## src/rtl/rv32_mod_muldiv.sv

```systemverilog
// Iterative RV32M multiply/divide unit; 34-cycle multiply/divide, 2-cycle fast paths.
// Optional macro RV32_MULDIV_SINGLE_CYCLE_MUL_EN: registered single-cycle multiplier for MUL*.
module rv32_mod_muldiv #(
  parameter int XLEN       = 32,
  parameter int ITER_CNT_W = 6
) (
  input  logic            clk,
  input  logic            rst_n,
  input  logic            start,
  input  logic [2:0]      func,
  input  logic [XLEN-1:0] read0_data,
  input  logic [XLEN-1:0] read1_data,
  output logic            stall,
  output logic            valid,
  output logic [XLEN-1:0] result
);

  typedef enum logic [1:0] {S_IDLE, S_CALC, S_DONE} state_t;

  state_t                r_state;
  state_t                w_state_nxt;
  logic [2:0]            r_func;
  logic [ITER_CNT_W-1:0] r_cnt;
  logic [2*XLEN-1:0]     r_acc;
  logic [2*XLEN-1:0]     r_mcand;
  logic [XLEN-1:0]       r_mplier;
  logic [XLEN-1:0]       r_quo;
  logic                  r_neg_res;
  logic [XLEN-1:0]       r_result;

  logic            w_a_neg, w_b_neg;
  logic [XLEN-1:0] w_a_abs, w_b_abs;
  logic            w_div_zero, w_div_ovf, w_fast;
  logic [XLEN-1:0] w_fast_res;
  logic            w_last;

  assign w_a_neg = (func == 3'b001 || func == 3'b010 || func == 3'b100 || func == 3'b110)
                   && read0_data[XLEN-1];
  assign w_b_neg = (func == 3'b001 || func == 3'b100 || func == 3'b110) && read1_data[XLEN-1];
  assign w_a_abs = w_a_neg ? (~read0_data + 1'b1) : read0_data;
  assign w_b_abs = w_b_neg ? (~read1_data + 1'b1) : read1_data;

  assign w_div_zero = func[2] && (read1_data == '0);
  assign w_div_ovf  = func[2] && !func[0] && (read0_data == {1'b1, {(XLEN-1){1'b0}}})
                      && (read1_data == '1);
  assign w_last     = (r_cnt == ITER_CNT_W'(XLEN-1));

`ifdef RV32_MULDIV_SINGLE_CYCLE_MUL_EN
  logic [2*XLEN-1:0] w_mul_full;
  assign w_mul_full = {{XLEN{w_a_neg}}, read0_data} * {{XLEN{w_b_neg}}, read1_data};
`endif

  always_comb begin
    w_fast     = w_div_zero || w_div_ovf;
    w_fast_res = '0;
    if (w_div_zero)
      w_fast_res = func[1] ? read0_data : '1;
    else if (w_div_ovf)
      w_fast_res = func[1] ? '0 : {1'b1, {(XLEN-1){1'b0}}};
`ifdef RV32_MULDIV_SINGLE_CYCLE_MUL_EN
    if (!func[2]) begin
      w_fast     = 1'b1;
      w_fast_res = (func[1:0] == 2'b00) ? w_mul_full[XLEN-1:0] : w_mul_full[2*XLEN-1:XLEN];
    end
`endif
  end

  // One restoring-division step and one shift-add multiply step per CALC cycle.
  logic [XLEN:0]     w_sh_rem, w_diff;
  logic              w_q_bit;
  logic [XLEN-1:0]   w_rem_nxt, w_quo_nxt, w_rem_fix, w_quo_fix, w_calc_res;
  logic [2*XLEN-1:0] w_prod_nxt, w_prod_fix;

  always_comb begin
    w_sh_rem   = {r_acc[XLEN-1:0], r_quo[XLEN-1]};
    w_diff     = w_sh_rem - {1'b0, r_mcand[XLEN-1:0]};
    w_q_bit    = ~w_diff[XLEN];
    w_rem_nxt  = w_q_bit ? w_diff[XLEN-1:0] : w_sh_rem[XLEN-1:0];
    w_quo_nxt  = {r_quo[XLEN-2:0], w_q_bit};
    w_prod_nxt = r_mplier[0] ? (r_acc + r_mcand) : r_acc;
    w_prod_fix = r_neg_res ? (~w_prod_nxt + 1'b1) : w_prod_nxt;
    w_quo_fix  = r_neg_res ? (~w_quo_nxt + 1'b1) : w_quo_nxt;
    w_rem_fix  = r_neg_res ? (~w_rem_nxt + 1'b1) : w_rem_nxt;
    if (r_func[2])
      w_calc_res = r_func[1] ? w_rem_fix : w_quo_fix;
    else
      w_calc_res = (r_func[1:0] == 2'b00) ? w_prod_fix[XLEN-1:0] : w_prod_fix[2*XLEN-1:XLEN];
  end

  always_ff @(posedge clk) begin
    if (!rst_n) r_state <= S_IDLE;
    else        r_state <= w_state_nxt;
  end

  always_comb begin
    w_state_nxt = r_state;
    stall       = 1'b0;
    valid       = 1'b0;
    case (r_state)
      S_IDLE: begin
        stall = start;
        if (start) w_state_nxt = w_fast ? S_DONE : S_CALC;
      end
      S_CALC: begin
        stall = 1'b1;
        if (w_last) w_state_nxt = S_DONE;
      end
      S_DONE: begin
        valid       = 1'b1;
        w_state_nxt = S_IDLE;
      end
      default: w_state_nxt = S_IDLE;
    endcase
  end

  always_ff @(posedge clk) begin
    if (!rst_n) begin
      r_func    <= '0;
      r_cnt     <= '0;
      r_acc     <= '0;
      r_mcand   <= '0;
      r_mplier  <= '0;
      r_quo     <= '0;
      r_neg_res <= 1'b0;
      r_result  <= '0;
    end else begin
      case (r_state)
        S_IDLE: begin
          if (start) begin
            r_func    <= func;
            r_cnt     <= '0;
            r_acc     <= '0;
            r_mplier  <= w_b_abs;
            r_quo     <= w_a_abs;
            r_mcand   <= {{XLEN{1'b0}}, func[2] ? w_b_abs : w_a_abs};
            // Remainder follows the dividend; everything else follows the operand signs.
            r_neg_res <= (func[2] && func[1]) ? w_a_neg : (w_a_neg ^ w_b_neg);
            if (w_fast) r_result <= w_fast_res;
          end
        end
        S_CALC: begin
          r_cnt <= r_cnt + 1'b1;
          if (r_func[2]) begin
            r_acc <= {{XLEN{1'b0}}, w_rem_nxt};
            r_quo <= w_quo_nxt;
          end else begin
            r_acc    <= w_prod_nxt;
            r_mcand  <= {r_mcand[2*XLEN-2:0], 1'b0};
            r_mplier <= {1'b0, r_mplier[XLEN-1:1]};
          end
          if (w_last) r_result <= w_calc_res;
        end
        default: ;
      endcase
    end
  end

  assign result = r_result;

endmodule

```

## config.mk

```make
export PLATFORM = sky130hd
export DESIGN_NAME = rv32_mod_muldiv
export DESIGN_NICKNAME = d
export VERILOG_FILES = /design/src/rtl/rv32_mod_muldiv.sv
export SDC_FILE = /design/constraint.sdc
export NUM_CORES = 1
export LEC_CHECK = 0
export BUFFER_PORTS_ARGS = -buffer_cell sky130_fd_sc_hd__buf_4
export CAP_MARGIN = 10
export CELL_PAD_IN_SITES_DETAIL_PLACEMENT = 1
export CELL_PAD_IN_SITES_GLOBAL_PLACEMENT = 1
export CORE_MARGIN = 4
export CORE_UTILIZATION = 35
export CTS_CLUSTER_SIZE = 8
export DETAILED_ROUTE_END_ITERATION = 10
export PLACE_DENSITY_LB_ADDON = 0.1
export SLEW_MARGIN = 20
export SYNTH_ARGS = -nofsm -noshare
export SYNTH_HDL_FRONTEND = slang
export SYNTH_SLANG_ARGS = --single-unit
export TNS_END_PERCENT = 20
```

## constraint.sdc

```tcl
create_clock -name clk -period 8.1 [get_ports clk]
set_input_delay 0 -clock clk [delete_from_list [all_inputs] [get_ports clk]]
set_output_delay 0 -clock clk [all_outputs]
set_load 0.03 [all_outputs]
```

# ---- Yosys cells after proc, flatten, opt, wreduce, memory -nomap -nowiden
# Cells that the tools add are included.
# Widths: inputs -> output; s select.
dict set report totals {
  register_bits 236
  input_bits 70
  output_inout_bits 34
  wordCells 102
}
dict set report classes {
  add_sub_neg 8
  eq_ne 14
  mux 40
  bitwise_logic 7
  reduce_logical 24
}
# cell n
set ops {}
lappend ops {{$mux 32} 20}
lappend ops {{$mux 64} 6}
lappend ops {{$pmux 64 s2} 2}
lappend ops {{$pmux 32 s2} 3}
lappend ops {{$add 32x1->32 const B} 4}
lappend ops {{$not 32->32} 4}
lappend ops {{$add 64x1->64 const B} 1}
lappend ops {{$add 64x64->64} 1}
lappend ops {{$eq 32x32->1 const B} 2}
lappend ops {{$not 64->64} 1}
lappend ops {{$sub 33x32->33} 1}
lappend ops {{$logic_not 32->1} 1}
lappend ops {{$pmux 6 s2} 1}
lappend ops {{$ne 2x2->1 const B} 5}
lappend ops {{$logic_and 1x1->1} 7}
lappend ops {{$add 6x1->6 const B} 1}
lappend ops {{$eq 3x3->1 const B} 2}
lappend ops {{$eq 6x5->1 const B} 1}
lappend ops {{$logic_or 1x1->1} 6}
lappend ops {{$mux 2} 3}
lappend ops {{$mux 6} 1}
lappend ops {{$reduce_and 2->1} 3}
lappend ops {{$reduce_and 3->1} 2}
lappend ops {{$logic_not 2->1} 2}
lappend ops {{12 further kinds} 13}

# ---- Longest topological paths before layout
# Gate-level depths: netlist (run 1).
dict set report logic_depth {
  ltp_word 9
  depth_mapped 26
  depth_no_buf 24
}

# ---- Worst setup path before layout (run 1)
# OpenSTA, ideal clock, no wires.
dict set report synth_path {
  kind {register to register}
  from {reg r_quo[31]}
  to {reg r_result[28], in the netlist result[28]}
  arrival_ps 5287
  setup_slack_ps 2693
  path_stages_with_launch 25
  n_path_buf 2
  path_cell_list {dfxtp_1 -> inv_1 -> ha_1 -> inv_1 -> fa_1 -> a211oi_1 -> nor4_1 -> o2111ai_1 -> o211ai_1 -> o211a_1 -> nor2_1 -> clkbuf_1 -> clkbuf_1 -> mux2i_1 -> ha_1 -> nand2_1 -> or3_1 -> or4_1 -> o22a_1 -> a211oi_1 -> nand2_1 -> o31ai_1 -> xnor2_1 -> a21oi_1 -> a21oi_1}
}
dict set report synth_between {
  elab_chain_len 9
  elab_cells_between_ends 13
}
# item line_no
set synth_lines {}
lappend synth_lines {{start: declaration} 27} ;# logic [XLEN-1:0] r_quo;
lappend synth_lines {{start signal: assignment} 134} ;# r_quo <= w_a_abs;
lappend synth_lines {{start signal: assignment} 145} ;# r_quo <= w_quo_nxt;
lappend synth_lines {{$sub 33x32->33} 76} ;# w_diff = w_sh_rem - {1'b0, r_mcand[XLEN-1:0]};
lappend synth_lines {{$mux 32 or $not 1->1 (tied branches)} {78, 77}}
lappend synth_lines {{$not 32->32, on equally long branches} {83, 82}}
lappend synth_lines {{$add 32x1->32, on equally long branches} {83, 82}}
lappend synth_lines {{$mux 32, on equally long branches} {83, 82}}
lappend synth_lines {{$mux 32 (*)} 85} ;# w_calc_res = r_func[1] ? w_rem_fix : w_quo_fix;
lappend synth_lines {{$mux 32 (*)} 84} ;# if (r_func[2])
lappend synth_lines {{$mux 32 (*)} 151} ;# if (w_last) r_result <= w_calc_res;
lappend synth_lines {{$pmux 32 s2 (*)} 127} ;# case (r_state)
lappend synth_lines {{end signal: assignment} 138} ;# if (w_fast) r_result <= w_fast_res;
lappend synth_lines {{end signal: assignment} 151}
lappend synth_lines {{end: declaration} 29} ;# logic [XLEN-1:0] r_result;
# Every way passes the cells marked *; elsewhere a longest branch is shown, timed or not. The select of a mux whose other input is x is not followed.
# A chain may end at the register's enable or synchronous reset.

# ---- Worst setup path after layout (run 1)
dict set report layout_path {
  from {reg r_quo[31]}
  to {reg r_result[30], in the netlist result[30]}
}
# Same word-level chain as after synthesis.

==> results of run 1 <==
-- worst min-delay path by stage --
| stage | cells after the start | endpoint | startpoint | slack [ps] |
|---|---|---|---|---|
| 3_5_place_dp | 3 | r_func[0]$_SDFFE_PN0P_ | func[0] | 300 |
| 2_1_floorplan | 2 | r_func[0]$_SDFFE_PN0P_ | func[0] | 140 |
| 3_3_place_gp | 3 | r_func[0]$_SDFFE_PN0P_ | func[0] | 290 |
| 6_report | 3 | result[11]$_SDFFE_PN0P_ | read0_data[11] | 4 |
| 5_1_grt | 3 | result[11]$_SDFFE_PN0P_ | read0_data[11] | 30 |
| 4_1_cts | 5 | r_mplier[3]$_SDFFE_PN0P_ | read1_data[3] | 2 |
-- worst reg2reg max path: cells and delay by family, from the launching register on --
kind / cells / cell delay [ps]
AND/OR/NAND/NOR: 6 / 1790
XOR/XNOR: 1 / 170
buffers and inverters: 3 / 470
flip-flops: 1 / 440
AO/OA/AOI/OAI: 8 / 2360
multiplexers: 1 / 390
adder cells (fa/ha/maj): 3 / 780
-- metal layers --
metal	up-vias	track usage, %	share of wire (%)
met2	1064	56.3	46
met3	311	4.81	6.2
li1	12900	-	-
met4	4	18.5	6.3
met5	-	0	0.018
met1	14200	43.5	42
-- cell families (layout without fill, tap and decap cells) --
family	Yosys count	count (layout)	synth area share [%]
AOI/OAI and AO/OA	1233	1233	34.2
xor gates and xnor gates	164	164	5.95
adders and majority gates	104	104	5.45
buffers and inverters	332	330	5.43
DFF	236	236	19.6
muxes	85	85	3.63
and+or+nand+nor	1329	1329	25.8
-- cell usage in the layout, fill, tap and decap left out, types with 40 or more instances in the layout --
master	instances
buf_4	151
a211oi_1	150
dfxtp_1	234
o21ai_0	222
xor2_1	69
ha_1	102
nand4_1	66
inv_1	81
o31ai_1	40
xnor2_1	95
a21oi_1	330
nor3_1	78
mux2i_1	65
nand2_1	326
nand3_1	78
nor2_1	517
a22oi_1	66
dlygate4sd3_1	40
-- registers in the layout, summed over array words and instances (netlist names) --
name and cells:
r_func 3, r_mcand 64, result 32, r_acc 64, r_neg_res 1, r_mplier 32, r_state 2, r_cnt 6
r_quo 32
-- power by group --
part           total [uW]  leakage, uW  switching [uW]  internal (uW)
clock                1570     0.000535             659            910
sequential           1310      0.00192            92.0           1220
combinational        1690      0.00765            1180            512
-- area by class of cell --
cell class | instances | share of cell area, %
flip-flops and latches | 236 | 17.5
inverters | 85 | 1.20
well taps | 882 | 4.09
repair buffers | 191 | 5.68
multi-input cells | 2915 | 67.4
clock buffers | 50 | 3.80
clock inverters | 4 | 0.264
-- timing repair --
action	CTS	global route
hold endpoints to repair	56	0
hold buffers	40	0
buffers inserted	0	0
-- per-stage QoR --
stage	util, %	instances	setup slack [ps]	hold slack, ps	power [uW]
CTS	39.4	4363	1730	1.59	4550
global placement	37.2	4269	1880	291	2930
detailed placement	37.2	4269	1780	296	2960
finish	39.4	4363	1590	4.06	4570
global route	39.4	4363	1170	33.0	4750
floorplan	-	3483	2690	136	2330
==> results_dict.tcl, run 1 <==
set metrics [dict create \
    status "completed" \
    crit_cells 22 \
    maxSlewHeadroom_pct 26.2 \
    grt_pass1_wl_mm 193 \
    first_pass_iters 5 \
    core_um2 68500 \
    dpl_cell_area_um2 25500 \
    cp_max_fo 25 \
    cp_data_required_time_ps 8590 \
    final_nets 3640 \
    vias 28500 \
    antenna_found_initial 3 \
    die-width_um 271 \
    wl_per_cell_um 30.0 \
    synth-edff-count 0 \
    syn_area_per_cell_um2 6.93 \
    clock_latency_ps 590 \
    regArea_um2 4730 \
    cts.htree.levels 2 \
    rsz0062_at_grt "no" \
    synth_top_area_share_pct 19.6 \
    synth_common_cells "522 x nor2_1, 331 x a21oi_1, 327 x nand2_1, 236 x dfxtp_1, 224 x o21ai_0" \
    ioPinCount 104 \
    setup_tns_ps 0 \
    grt.total_usage_pct 34.3 \
    cts_tree "yes" \
    clk_pin_slew_ps 60 \
    cts_buffers 37 \
    leakage_uw 0.0101 \
    multiInputGateArea_um2 18200 \
    synth-async-reset-ratio_pct 0 \
    synthFlopType "dfxtp_1" \
    reg2reg_slack_ps 1590 \
    syn_nets 3657 \
    cpLargestDelayFamily "compound AO/OA/AOI/OAI gates" \
    rows 96 \
    ir_worst_vdd_mv 0.159 \
    fin_area_um2 27000 \
    critical-path-max-stage-delay_ps 710 \
    clock-sinks 236 \
    cts_root_buffer "clkbuf_16" \
    synth.most_common_cell "nor2_1" \
    antenna_left 0 \
    diodes 0 \
    fp.dieH_um 271 \
    critPathLaunch "r_quo[31]$_SDFFE_PN0P_" \
    start_util_pct 35.3 \
    cp-start-kind "register" \
    synthTopCellsByArea "dfxtp_1 20%, nor2_1 8.1%, a21oi_1 6.9%" \
    yosys_warnings 0 \
    syn_inst 3483 \
    end_kind "register" \
    cp_num_buf_inv 3 \
    p_per_area_nw_per_um2 169 \
    nFillCells 8582 \
    grt_max_degree 121 \
    crit_end "result[30]$_SDFFE_PN0P_" \
    ys_ff_latch 236 \
    area_delta_synth_final_pct 11.7 \
    portBuffers 103 \
    netlist_area_um2 24200 \
    routed_wl_mm 131 \
    cp_cell_sequence "inv_1, ha_1, inv_1, fa_1, a211oi_1, nor4_1, o2111ai_1, o211ai_1, o32ai_1, nor2_4, buf_4, mux2i_1, ha_1, nand2_1, or3_1, or4_1, o41ai_1, nand2_1, o31ai_1, xnor2_1, a21oi_1, a31oi_1" \
    reg2regPathDepth 22 \
    globalplace.congestion 0.996 \
    critPathSlowestCell "o41ai_1" \
    ys_types 110 \
    drt_iter0_markers 2519 \
    place_hpwl_mm 101 \
    rr_startpoint "r_quo[31]$_SDFFE_PN0P_" \
    finClkSkew_ps 36.3 \
    rr_endpoint "result[30]$_SDFFE_PN0P_" \
    period_needed_ps 6510 \
    drv_cap 0 \
    fp.dieArea_um2 73300 \
    fmax_mhz 154 \
    layout-drive-gt1-share_pct 8.91 \
    finalSetupViolCount 0 \
    tightest_slew_ps 1110 \
    viasPerCell 6.53 \
    post_cts_resized 0 \
    timing_hold_violations_final 0 \
    drv_slew 0 \
    criticalPathCategory "reg2reg" \
    hp-class "in2reg" \
    cp.arrival_ps 7000 \
    cts_buffer_depth 3 \
    ys_seq_area_share_pct 19.6 \
    post-route-drc-count 0 \
    yosys.area.top_type "dfxtp_1" \
    grt_pass1_vias 28700 \
    fin_crit_sh_pct 80.3 \
    overflow 0 \
]
(Power assumes the default switching activity.)
==> inputs of run 2 (changes only) <==
==> constraint.sdc (replaced) <==
create_clock -name clk -period 5.55 [get_ports clk]
set_input_delay 0 -clock clk [delete_from_list [all_inputs] [get_ports clk]]
set_output_delay 0 -clock clk [all_outputs]
set_load 0.03 [all_outputs]
==> run 2 against run 1 <==
Against the previous run:
- fmax increased by 21%
- first-iteration DRC count down 2.9%
- sequential cell count unchanged
- critical path depth decreased by 6
- register-to-register slack got worse by 1400 ps
- non-clock buffer count grew 78
- sequential share of layout area shrank 0.39 points
- setup slack got worse by 1400 ps
- critical path type unchanged
- sequential power is 45% higher
- count of clock-buffer cells in the layout up 3
- global-route usage down 1.1 points
- largest power group unchanged
==> results_dict.tcl, run 2 (synthesized netlist as in run 1, its figures left out) <==
set metrics [dict create \
    cts.htree.levels 2 \
    overflow 0 \
    routed_wl_mm 127 \
    cp_data_required_time_ps 5960 \
    ioPinCount 104 \
    grt.total_usage_pct 33.2 \
    maxSlewHeadroom_pct 26.8 \
    timing.hold.ws_ps 32.6 \
    drv_cap 0 \
    wl_per_cell_um 28.6 \
    grt_pass1_vias 28500 \
    cp.arrival_ps 5770 \
    die-width_um 271 \
    start_util_pct 35.3 \
    multiInputGateArea_um2 18300 \
    final_cell_mix "518 x nor2_1, 330 x a21oi_1, 326 x nand2_1" \
    clk_pin_slew_ps 60 \
    criticalPathCategory "reg2reg" \
    drt_iter0_markers 2447 \
    fmax_mhz 187 \
    final_nets 3718 \
    end_kind "register" \
    regArea_um2 4740 \
    antenna_found_initial 0 \
    first_pass_iters 5 \
    area_delta_synth_final_pct 14.4 \
    cts_root_buffer "clkbuf_16" \
    drv_slew 0 \
    period_needed_ps 5360 \
    power.total_uw 6650 \
    dr.max_layer_used "met4" \
    tightest_slew_ps 1090 \
    clock-sinks 236 \
    grt_pass1_wl_mm 188 \
    post-place-cells 4352 \
    globalplace.congestion 0.986 \
    finalSetupViolCount 0 \
    min_path_cells 5 \
    final_common_cell "nor2_1" \
    grt_max_degree 133 \
    core_um2 68500 \
    status "completed" \
    leakage_uw 0.0105 \
    finClkSkew_ps 36.3 \
    portBuffers 103 \
    cts_buffers 37 \
    viasPerCell 6.45 \
    wl_met2_mm 57.9 \
    diodes 0 \
    ir_worst_vdd_mv 0.183 \
    p_per_area_nw_per_um2 241 \
    reg2reg_slack_ps 190 \
    fp.dieArea_um2 73300 \
    cp_max_fo 9 \
    layout.cells.non_filler 4442 \
    rows 96 \
    hp-class "in2reg" \
    wl_met3_mm 7.35 \
    vias 28700 \
    cp-start-kind "register" \
    cts_buffer_depth 3 \
    reg_top3 "r_acc: 64 flops, r_mcand: 64 flops" \
    nFillCells 8587 \
    antenna_left 0 \
    cts_tree "yes" \
    clock_latency_ps 570 \
    post-route-drc-count 0 \
    layout-drive-gt1-share_pct 11.3 \
    timing_hold_violations_final 0 \
    wl_met1_mm 53.5 \
    reg2regPathDepth 16 \
    fin_crit_sh_pct 96.6 \
    place_hpwl_mm 99.4 \
    fp.dieH_um 271 \
]
-- run 2: cell count changes in the layout (fill, tap and decap cells not counted), moves of 2 or more --
cell | previous run | this run
a211oi_1 | 150 | 147
a211oi_2 | 3 | 6
buf_12 | 0 | 2
buf_4 | 151 | 233
clkbuf_1 | 9 | 11
dfxtp_1 | 234 | 231
dfxtp_2 | 0 | 3
dlygate4sd3_1 | 40 | 34
o31ai_1 | 40 | 38
-- run 2: power by group --
part	leakage [uW]	total, uW	switching, uW	internal [uW]
sequential	0.00192	1900	124	1780
combinational	0.00804	2540	1720	819
clock	0.000521	2200	913	1290
total	0.0105	6650	2760	3890
-- run 2: cell type report --
type / count / area share (%)
Clock inverter: 2 / 0.0770
Multi-Input combinational cell: 2915 / 66.1
Sequential cell: 236 / 17.1
Tap cell: 882 / 3.99
Clock buffer: 53 / 3.79
Inverter: 85 / 1.17
Timing Repair Buffer: 269 / 7.71
-- run 2: path summary, 6_finish.rpt --
kind | start | endpoint
max reg2reg | r_acc[8]$_SDFFE_PN0P_ | result[13]$_SDFFE_PN0P_
min | read1_data[3] | r_mplier[3]$_SDFFE_PN0P_
min reg2reg | r_mplier[1]$_SDFFE_PN0P_ | r_mplier[0]$_SDFFE_PN0P_
max | r_acc[8]$_SDFFE_PN0P_ | result[13]$_SDFFE_PN0P_
-- run 2: stage by stage --
step | util [%] | setup TNS [ps] | setup slack [ps] | cell area (um^2)
2_1_floorplan | - | 0 | 143 | 24200
3_3_place_gp | 38.2 | 0 | 183 | 26100
3_5_place_dp | 38.2 | 0 | 157 | 26100
4_1_cts | 40.2 | 0 | 114 | 27500
5_1_grt | 40.4 | -47.3 | -39.0 | 27600
6_report | 40.4 | 0 | 191 | 27600
-- run 2: worst max-delay path: stages, from the launching register on --
cell       delay, ps
dfxtp_1          430
ha_1             530
nand2_1          130
o21ai_1          370
a31oi_1          310
a2111oi_2        510
o21a_1           180
o31ai_2           60
buf_4            220
or3_1            580
nor4_4           500
nand4_4          280
o31ai_1          350
xnor2_1          170
o21ai_0          320
buf_4            170
a31oi_1           70
-- run 2: metal layers --
layer	global-route usage, %	up-vias
met3	4.00	322
met4	18.7	0
li1	-	13100
met1	42.2	14200
met2	54.5	1115
met5	0	-
-- run 2: what timing repair did --
item | CTS | global route
gates resized for setup | 0 | 19
buffers inserted | 0 | 1
endpoints found under the setup margin | 0 | 20
hold buffers | 34 | 0
endpoints found under the hold margin | 53 | 0
==> inputs of run 3 (changes only) <==
--- a/config.mk
+++ b/config.mk
@@ -6,11 +6,11 @@
 export NUM_CORES = 1
 export LEC_CHECK = 0
 export BUFFER_PORTS_ARGS = -buffer_cell sky130_fd_sc_hd__buf_4
-export CAP_MARGIN = 10
+export CAP_MARGIN = 20
 export CELL_PAD_IN_SITES_DETAIL_PLACEMENT = 1
 export CELL_PAD_IN_SITES_GLOBAL_PLACEMENT = 1
 export CORE_MARGIN = 4
-export CORE_UTILIZATION = 35
+export CORE_UTILIZATION = 42
 export CTS_CLUSTER_SIZE = 8
 export DETAILED_ROUTE_END_ITERATION = 10
 export PLACE_DENSITY_LB_ADDON = 0.1
==> run 3 against run 2 <==
Against the previous run:
- count of clock-buffer cells in the layout is 4 lower
- fmax is 0.15% lower
- die area is 16% lower
- clock skew is 6.6 ps lower
- critical endpoint is now result[7]$_SDFFE_PN0P_
- critical path depth stayed put
- non-clock buffer count is 5 lower
- worst hold slack worse by 27 ps
- power is 0.79% higher
- setup slack worse by 7.9 ps
- sequential cell count stayed put
- combinational power hardly changed
- critical path type unchanged
- largest cell class unchanged
==> results_dict.tcl, run 3 (synthesized netlist as in run 1, its figures left out) <==
set metrics [dict create \
    start_util_pct 42.6 \
    overflow 0 \
    fp.dieArea_um2 61400 \
    area_delta_synth_final_pct 13.5 \
    regArea_um2 4730 \
    drv_cap 0 \
    antenna_left 0 \
    grt.total_usage_pct 39.4 \
    leakage_uw 0.0105 \
    fin_crit_sh_pct 96.7 \
    grt_pass1_wl_mm 185 \
    timing_hold_violations_final 0 \
    criticalPathCategory "reg2reg" \
    finalSetupViolCount 0 \
    finClkSkew_ps 29.7 \
    cts_buffer_depth 3 \
    wl_per_cell_um 29.2 \
    final_cell_mix "518 x nor2_1, 330 x a21oi_1, 326 x nand2_1" \
    clk_pin_slew_ps 50 \
    cts_setup_buffers 0 \
    rows 87 \
    cts.htree.levels 2 \
    cts_buffers 37 \
    period_needed_ps 5370 \
    maxSlewHeadroom_pct 21.5 \
    first_pass_iters 7 \
    cp_data_required_time_ps 5990 \
    final_nets 3713 \
    tightest_slew_ps 1170 \
    nFillCells 7265 \
    multiInputGateArea_um2 18200 \
    post-route-drc-count 0 \
    reg_top3 "r_acc: 64 flops, r_mcand: 64 flops" \
    status "completed" \
    clock_latency_ps 580 \
    die-width_um 248 \
    portBuffers 103 \
    crit_end "result[7]$_SDFFE_PN0P_" \
    cpLargestDelayFamily "compound AO/OA/AOI/OAI gates" \
    crit_cells 16 \
    antenna_found_initial 2 \
    cp_cell_sequence "buf_4, ha_1, a211oi_4, o21ai_1, a21oi_2, and3b_1, or3_1, a211oi_1, o221ai_1, nor3_2, nand4_4, a31oi_1, a21oi_1, o21ai_0, buf_4, a31oi_1" \
    critPathSlowestCell "a211oi_1" \
    globalplace.congestion 1.00 \
    ir_worst_vdd_mv 0.253 \
    critical-path-max-stage-delay_ps 540 \
    end_kind "register" \
    grt_pass1_vias 29100 \
    routed_wl_mm 126 \
    rr_endpoint "result[7]$_SDFFE_PN0P_" \
    hp-class "in2reg" \
    cts_tree "yes" \
    fmax_mhz 186 \
    critPathLaunch "r_acc[1]$_SDFFE_PN0P_" \
    cp.arrival_ps 5810 \
    vias 29200 \
    viasPerCell 6.78 \
    clock-sinks 236 \
    layout-drive-gt1-share_pct 11.3 \
    place_hpwl_mm 97.8 \
    grt_max_degree 87 \
    p_per_area_nw_per_um2 245 \
    ioPinCount 104 \
    cp-start-kind "register" \
    cp_num_buf_inv 2 \
    layout.cells.non_filler 4309 \
    cp_max_fo 9 \
    core_um2 56700 \
    drv_slew 0 \
    cts_root_buffer "clkbuf_16" \
    reg2reg_slack_ps 180 \
    rr_startpoint "r_acc[1]$_SDFFE_PN0P_" \
    timing.hold.ws_ps 5.80 \
    fp.dieH_um 248 \
    drt_iter0_markers 2965 \
    final_common_cell "nor2_1" \
    post-place-cells 4231 \
    reg2regPathDepth 16 \
]
[run 3: changes by cell type in the layout (fill, tap and decap cells not counted), sizes merged]
cell / change
buf: +4
bufinv: +1
clkbuf: -4
diode: +1
dlygate4sd3: -9
[run 3: routing by layer]
layer / part of all wire, % / global-route usage, % / vias up
li1: - / - / 13000
met4: 7.4 / 23.6 / 0
met2: 45 / 64.5 / 1302
met3: 7.2 / 6.71 / 385
met1: 40 / 48.7 / 14500
met5: 0 / 0 / -
[run 3: layout make-up]
cell class              count  area share [%]
inverters                  85            1.18
diodes                      1         0.00913
clock inverters             3           0.187
well taps                 756            3.45
flip-flops and latches    236            17.3
multi-input cells        2915            66.5
clock buffers              49            3.77
repair buffers            264            7.65
[run 3: where the power goes]
part	internal [uW]	switching [uW]	total, uW
Clock	1330	917	2250
Sequential	1780	128	1910
Combinational	820	1730	2550
[run 3: stage by stage]
stage	TNS [ps]	area, um^2	worst slack, ps	utilization [%]	power (uW)
after floorplan	0	24200	143	-	3400
after global placement	0	26000	239	45.8	4290
after detailed placement	0	26000	120	45.9	4370
after CTS	0	27400	120	48.2	6620
after global routing	-269	27400	-98.1	48.3	6930
final	0	27400	183	48.3	6700
[run 3: worst min-delay path, cell delays in order]
cell and delay (ps):
buf_4 110, xnor2_1 160, a211oi_1 90, a21oi_1 120
nor2_1 50
[run 3: timing repair]
item                                   in CTS  in global routing
endpoints found under the hold margin      45                  0
hold buffers                               25                  0
setup endpoints to repair                   0                 13
gates resized for setup                     0                  9
[run 3: worst min path at each step]
stage | from | to | slack, ps | depth (start not counted)
2_1_floorplan | func[0] | r_func[0]$_SDFFE_PN0P_ | 140 | 2
3_3_place_gp | read1_data[0] | r_mplier[0]$_SDFFE_PN0P_ | 320 | 3
3_5_place_dp | read1_data[0] | r_mplier[0]$_SDFFE_PN0P_ | 330 | 3
4_1_cts | read1_data[21] | r_mplier[21]$_SDFFE_PN0P_ | 1 | 5
5_1_grt | read1_data[6] | r_mplier[6]$_SDFFE_PN0P_ | 50 | 5
6_report | read1_data[15] | r_mplier[15]$_SDFFE_PN0P_ | 6 | 5
